$ cat src/rtl/spi_target_frontend.sv
// SPI target byte engine (mode 0, MSB first): byte 0 is the opcode, later bytes are operands.
// Define SPI_OPERAND_COUNT_EN to add operand_count_out (saturating operand counter).
`timescale 1ns/1ps
module spi_target_frontend #(
    parameter logic [7:0] IDLE_RESPONSE = 8'h00
) (
    input  logic       spi_clock_in,
    input  logic       spi_reset_n_in,
    input  logic       spi_select_n_in,
    input  logic       spi_data_in,
    output logic       spi_data_out,
    output logic [7:0] opcode_out,
    output logic [7:0] operand_out,
    output logic       operand_valid_out,
    input  logic [7:0] response_in,
    output logic       response_read_out
`ifdef SPI_OPERAND_COUNT_EN
    ,
    output logic [7:0] operand_count_out
`endif
);

    typedef enum logic {ST_OPCODE, ST_OPERAND} state_e;

    state_e     state_q, state_d;
    logic [2:0] bit_cnt_q, bit_cnt_d;
    logic [6:0] rx_q, rx_d;
    logic [7:0] opcode_q, opcode_d;
    logic [7:0] operand_q, operand_d;
    logic       valid_q, valid_d;
    logic       byte_done_q, byte_done_d;
    logic       desel_q;
    logic [7:0] rx_byte;

    logic [7:0] tx_q, tx_d;
    logic       dout_q, dout_d;
    logic       rd_q, rd_d;

    assign rx_byte = {rx_q, spi_data_in};

    always_comb begin
        state_d     = state_q;
        bit_cnt_d   = bit_cnt_q;
        rx_d        = rx_q;
        opcode_d    = opcode_q;
        operand_d   = operand_q;
        valid_d     = 1'b0;
        byte_done_d = 1'b0;
        if (spi_select_n_in) begin
            state_d   = ST_OPCODE;
            bit_cnt_d = 3'd0;
        end else begin
            rx_d      = rx_byte[6:0];
            bit_cnt_d = bit_cnt_q + 3'd1;
            if (bit_cnt_q == 3'd7) begin
                byte_done_d = 1'b1;
                if (state_q == ST_OPCODE) begin
                    opcode_d = rx_byte;
                    state_d  = ST_OPERAND;
                end else begin
                    operand_d = rx_byte;
                    valid_d   = 1'b1;
                end
            end
        end
    end

    always_ff @(posedge spi_clock_in or negedge spi_reset_n_in) begin
        if (!spi_reset_n_in) begin
            state_q     <= ST_OPCODE;
            bit_cnt_q   <= 3'd0;
            rx_q        <= 7'd0;
            opcode_q    <= 8'd0;
            operand_q   <= 8'd0;
            valid_q     <= 1'b0;
            byte_done_q <= 1'b0;
            desel_q     <= 1'b1;
        end else begin
            state_q     <= state_d;
            bit_cnt_q   <= bit_cnt_d;
            rx_q        <= rx_d;
            opcode_q    <= opcode_d;
            operand_q   <= operand_d;
            valid_q     <= valid_d;
            byte_done_q <= byte_done_d;
            desel_q     <= spi_select_n_in;
        end
    end

    // Launch side: a completed byte (opcode included) reloads from response_in on the next negedge.
    always_comb begin
        tx_d   = {tx_q[6:0], 1'b0};
        dout_d = tx_q[6];
        rd_d   = 1'b0;
        if (byte_done_q) begin
            tx_d   = response_in;
            dout_d = response_in[7];
            rd_d   = 1'b1;
        end else if (desel_q) begin
            tx_d   = IDLE_RESPONSE;
            dout_d = IDLE_RESPONSE[7];
        end
    end

    always_ff @(negedge spi_clock_in or negedge spi_reset_n_in) begin
        if (!spi_reset_n_in) begin
            tx_q   <= IDLE_RESPONSE;
            dout_q <= IDLE_RESPONSE[7];
            rd_q   <= 1'b0;
        end else begin
            tx_q   <= tx_d;
            dout_q <= dout_d;
            rd_q   <= rd_d;
        end
    end

`ifdef SPI_OPERAND_COUNT_EN
    logic [7:0] count_q, count_d;

    always_comb begin
        count_d = count_q;
        if (spi_select_n_in) begin
            count_d = 8'd0;
        end else if (valid_d && (count_q != 8'hFF)) begin
            count_d = count_q + 8'd1;
        end
    end

    always_ff @(posedge spi_clock_in or negedge spi_reset_n_in) begin
        if (!spi_reset_n_in) begin
            count_q <= 8'd0;
        end else begin
            count_q <= count_d;
        end
    end

    assign operand_count_out = count_q;
`endif

    assign spi_data_out      = dout_q;
    assign opcode_out        = opcode_q;
    assign operand_out       = operand_q;
    assign operand_valid_out = valid_q;
    assign response_read_out = rd_q;

endmodule
$ cat config.mk
export PLATFORM = sky130hd
export DESIGN_NAME = spi_target_frontend
export DESIGN_NICKNAME = d
export VERILOG_FILES = /design/src/rtl/spi_target_frontend.sv
export SDC_FILE = /design/constraint.sdc
export NUM_CORES = 1
export LEC_CHECK = 0
export ABC_CLOCK_PERIOD_IN_PS = 2600
export BUFFER_PORTS_ARGS = -buffer_cell sky130_fd_sc_hd__clkbuf_2
export CORE_MARGIN = 4
export CORE_UTILIZATION = 58
export CTS_BUF_LIST = sky130_fd_sc_hd__clkbuf_4 sky130_fd_sc_hd__clkbuf_8
export DETAILED_ROUTE_END_ITERATION = 8
export GPL_TIMING_DRIVEN = 1
export PLACE_DENSITY = 0.84
export SYNTH_ARGS = -nofsm -noshare
export SYNTH_HDL_FRONTEND = slang
export SYNTH_SLANG_ARGS = --single-unit
$ cat constraint.sdc
create_clock -name spi_clock_in -period 2.6 [get_ports spi_clock_in]
set_input_delay 0.39 -clock spi_clock_in [delete_from_list [all_inputs] [get_ports spi_clock_in]]
set_output_delay 0.39 -clock spi_clock_in [all_outputs]
set_load 0.01 [all_outputs]
Word level (Yosys, flattened, before mapping)
Index checks and enable logic that the tools add are counted.
Cells by class
  add/subtract/negate cells: 1
  $mul: 0
  div/mod/pow operators: 0
  $lt $le $gt $ge: 0
  equality and inequality tests: 1
  shift operators: 0
  mux-type cells: 13
  bitwise gates (word level): 2
  reductions and logical operators: 3
Operators by type and width (number)
  $mux W7: 2
  $mux W1: 10
  $reduce_and A3 Y1: 2
  $add A3 B1 Y3 const B: 1
  $eq A3 B3 Y1 const B: 1
  $mux W3: 1
  $not A1 Y1: 2
  $reduce_bool A2 Y1: 1
Word-level totals
  register bits after elaboration: 39
  latch bits: 0
  bits in writable memories: 0
  ROM bits: 0
  bits of input ports: 12
  output and inout port bits: 19
  logic and storage cells: 31
  memories: 0

Logic depth before layout (Yosys ltp)
  depth in word-level cells: 3
  depth in mapped cells: 4
  mapped depth without buffers: 4

==> summary.txt <==
Status
  – Status: completed

Timing
  – Final Hold Viols: 0
  – Slew headroom: between 60% and 70%
  – Pins Over Slew Limit: 0
  – Setup Viol. Count Final: 0
  – Setup TNS: 0 ps
  – RSZ-0062 raised after global routing: false
  – Worst slew pin tran: slightly below 500 ps
  – Layout Skew: 11.28 ps

Worst setup path
  – CP cell instances: clkbuf_2
  – CP arrival: roughly 2100 ps
  – Setup Crit Path Kind: reg2out
  – Setup crit end kind: output pin
  – Critical Path RT: roughly 2200 ps
  – Crit start category: flip-flop
  – CP peak stage delay: roughly 400 ps
  – Worst path bufs/invs: 1
  – Crit Path Max Fanout: 1
  – Slowest-stage cell, CP: dfrtn_1
  – Cell family with most CP delay: flip-flops

Synthesis
  – Async S/R FF share, synth: between 90% and 100%
  – List of most frequent post-synthesis cells: dfrtp_1 (29), mux2_2 (23), dfrtn_1 (9)
  – Mapped Avg Cell Area: roughly 16 um^2
  – Post-synthesis sequential element count: 39
  – Post-Syn Area: roughly 0.0014 mm^2
  – Main synth FF type: dfrtp_1
  – Seq/Total Area, Yosys: 68.93%
  – Post-synth net total: just over 100
  – Post-synth cell types: 17
  – Count leader, synth: dfrtp_1
  – Synth top area share: between 50% and 60%
  – EDFF count, synth: 0
  – Yosys Warn Count: 0
  – Post-synth top area cell: dfrtp_1
  – Mapped Cells: just under 90
  – Area contributors post-synth: dfrtp_1 (51%), mux2_2 (18%), dfrtn_1 (16%)

Min path
  – Hold Crit Class: in2async

Final layout
  – Final-stage net count: 138
  – # diodes: 0
  – Number of fill cells in the layout: approximately 160
  – Post-Layout Cell Count: about 150
  – Reg area: roughly 980 um^2
  – Area growth syn-to-layout: 16.68%
  – Footprint of the multi-input gates: 427.9 um^2
  – Layout cells sized above 1: a little over half

Run
  – Max Cap Viol: 0

CTS
  – Worst-Skew Late Latency: 330 ps
  – CTS Sinks: 39
  – Number of post-CTS setup repair buffers: 0
  – CTS buffer count: 5
  – # resized after CTS: 0
  – Root Driver: clkbuf_4
  – H-tree lvl count: 2
  – TritonCTS clock tree: built
  – Max Buffers Root-to-Sink: 2
  – Hold bufs inserted after CTS: 0
  – Clock-pin slew on the worst setup and hold paths: around 120 ps

Detailed routing
  – DRC: 0
  – Router iterations before antenna repair: 2
  – Via density: between 5 and 6
  – Via count: slightly above 800
  – Post-route ant nets: 0
  – Post-Route WL: about 2400 um
  – WL/cell: between 15 and 20 um
  – Drt initial violations: 15

Placed design
  – Placer Congestion: around 0.83
  – Port Buf Inserts: 30
  – # placed instances: 145

Global route
  – Remaining global-route overflow: 0
  – Largest net degree at the start of global routing: 31
  – First-pass GRT wire length: approximately 4000 um
  – Number of global-route vias before repair: 857
  – Gr usage total: roughly 17%
  – Initial antenna violation count: 0

Floorplanning
  – Die area: 0.003299 mm^2
  – Die span in y: around 57 um
  – IO Pins: 31
  – Row count: 17
  – CORE AREA: about 0.0023 mm^2
  – Die Width: approximately 57 um
  – Initial Utilization: between 60 and 70%

Power and ir drop
  – Max VDD drop: between 0.0004 and 0.0005 V
  – Static Leak: about 0.9 nW
  – Pwr Total: approximately 1.1 mW
  – P per Cell Area: 639.0 mW/mm^2
==> final timing paths <==
path / startpoint / cells after the start / endpoint / slack (ps)
min in group spi_clock_in: spi_data_in / 2 / operand_out[0] / 310
hold / removal: spi_reset_n_in / 2 / rx_q[5] / 250
max in group asynchronous: spi_reset_n_in / 1 / tx_q[6] / 1280
hold reg to reg: tx_q[3] / 1 / tx_q[4] / 420
setup reg to reg: byte_done_q / 2 / tx_q[5] / 220
setup / recovery: spi_data_out / 1 / spi_data_out / 70
==> cell usage in the layout (no fill, tap or decap), types with 3 or more instances in the layout <==
master / count
nor2b_1: 3
dfrtn_1: 9
mux2_2: 23
nor2_1: 4
clkbuf_2: 30
a22o_1: 5
clkinv_2: 3
dfrtp_1: 29
clkbuf_4: 5
==> metal layers <==
layer | share of wire [%] | GRT usage, %
met5 | 0 | 0
met4 | 1.6 | 7.947
met3 | 7.5 | 6.561
met2 | 50 | 25.97
met1 | 40 | 19.85
==> logic make-up (layout without fill, tap and decap cells) <==
family,after synthesis,count (layout),synth area share (%)
buffers and inverters,3,40,0.8818
AO/OA/AOI/OAI,7,7,3.795
flip-flops,39,39,68.93
adder cells (fa/ha/maj),2,2,1.765
multiplexers,23,23,18.27
AND/OR/NAND/NOR,14,14,6.355
==> area by class of cell <==
cell class	count	share of cell area (%)
clock inverter	3	0.9077
sequential	39	59.08
timing repair buffer	31	9.531
inverter	1	0.2269
multi-input combinational	46	25.87
clock buffer	5	2.269
tap	28	2.118
==> power breakdown <==
| part | switching, mW | internal, mW | total [mW] |
|---|---|---|---|
| registers | 0.0321 | 0.650 | 0.682 |
| logic | 0.0398 | 0.0479 | 0.0877 |
| clock network | 0.186 | 0.101 | 0.287 |
| total | 0.258 | 0.799 | 1.06 |
==> registers in the layout, summed over array words and instances, names as in the netlist, 3 cells and up <==
name         cells
rx_q             7
tx_q             7
operand_out      8
opcode_out       8
bit_cnt_q        3
==> metrics by stage <==
step | cell area (um^2) | util, % | hold slack [ps] | setup WS [ps]
2_1_floorplan | 1418 | - | 94.41 | 391.8
3_3_place_gp | 1602 | 70.37 | 407.7 | 323.2
3_5_place_dp | 1602 | 70.37 | 419.4 | 254.5
4_1_cts | 1654 | 72.68 | 272.5 | 52.48
5_1_grt | 1654 | 72.68 | 290.5 | 36.60
6_report | 1654 | 72.68 | 252.5 | 69.17
==> worst register-to-register path: stages, from the launching register on <==
cell and delay, ps:
dfrtp_1 540, nor2_1 170, a22o_1 210
(Power assumes the default switching activity.)
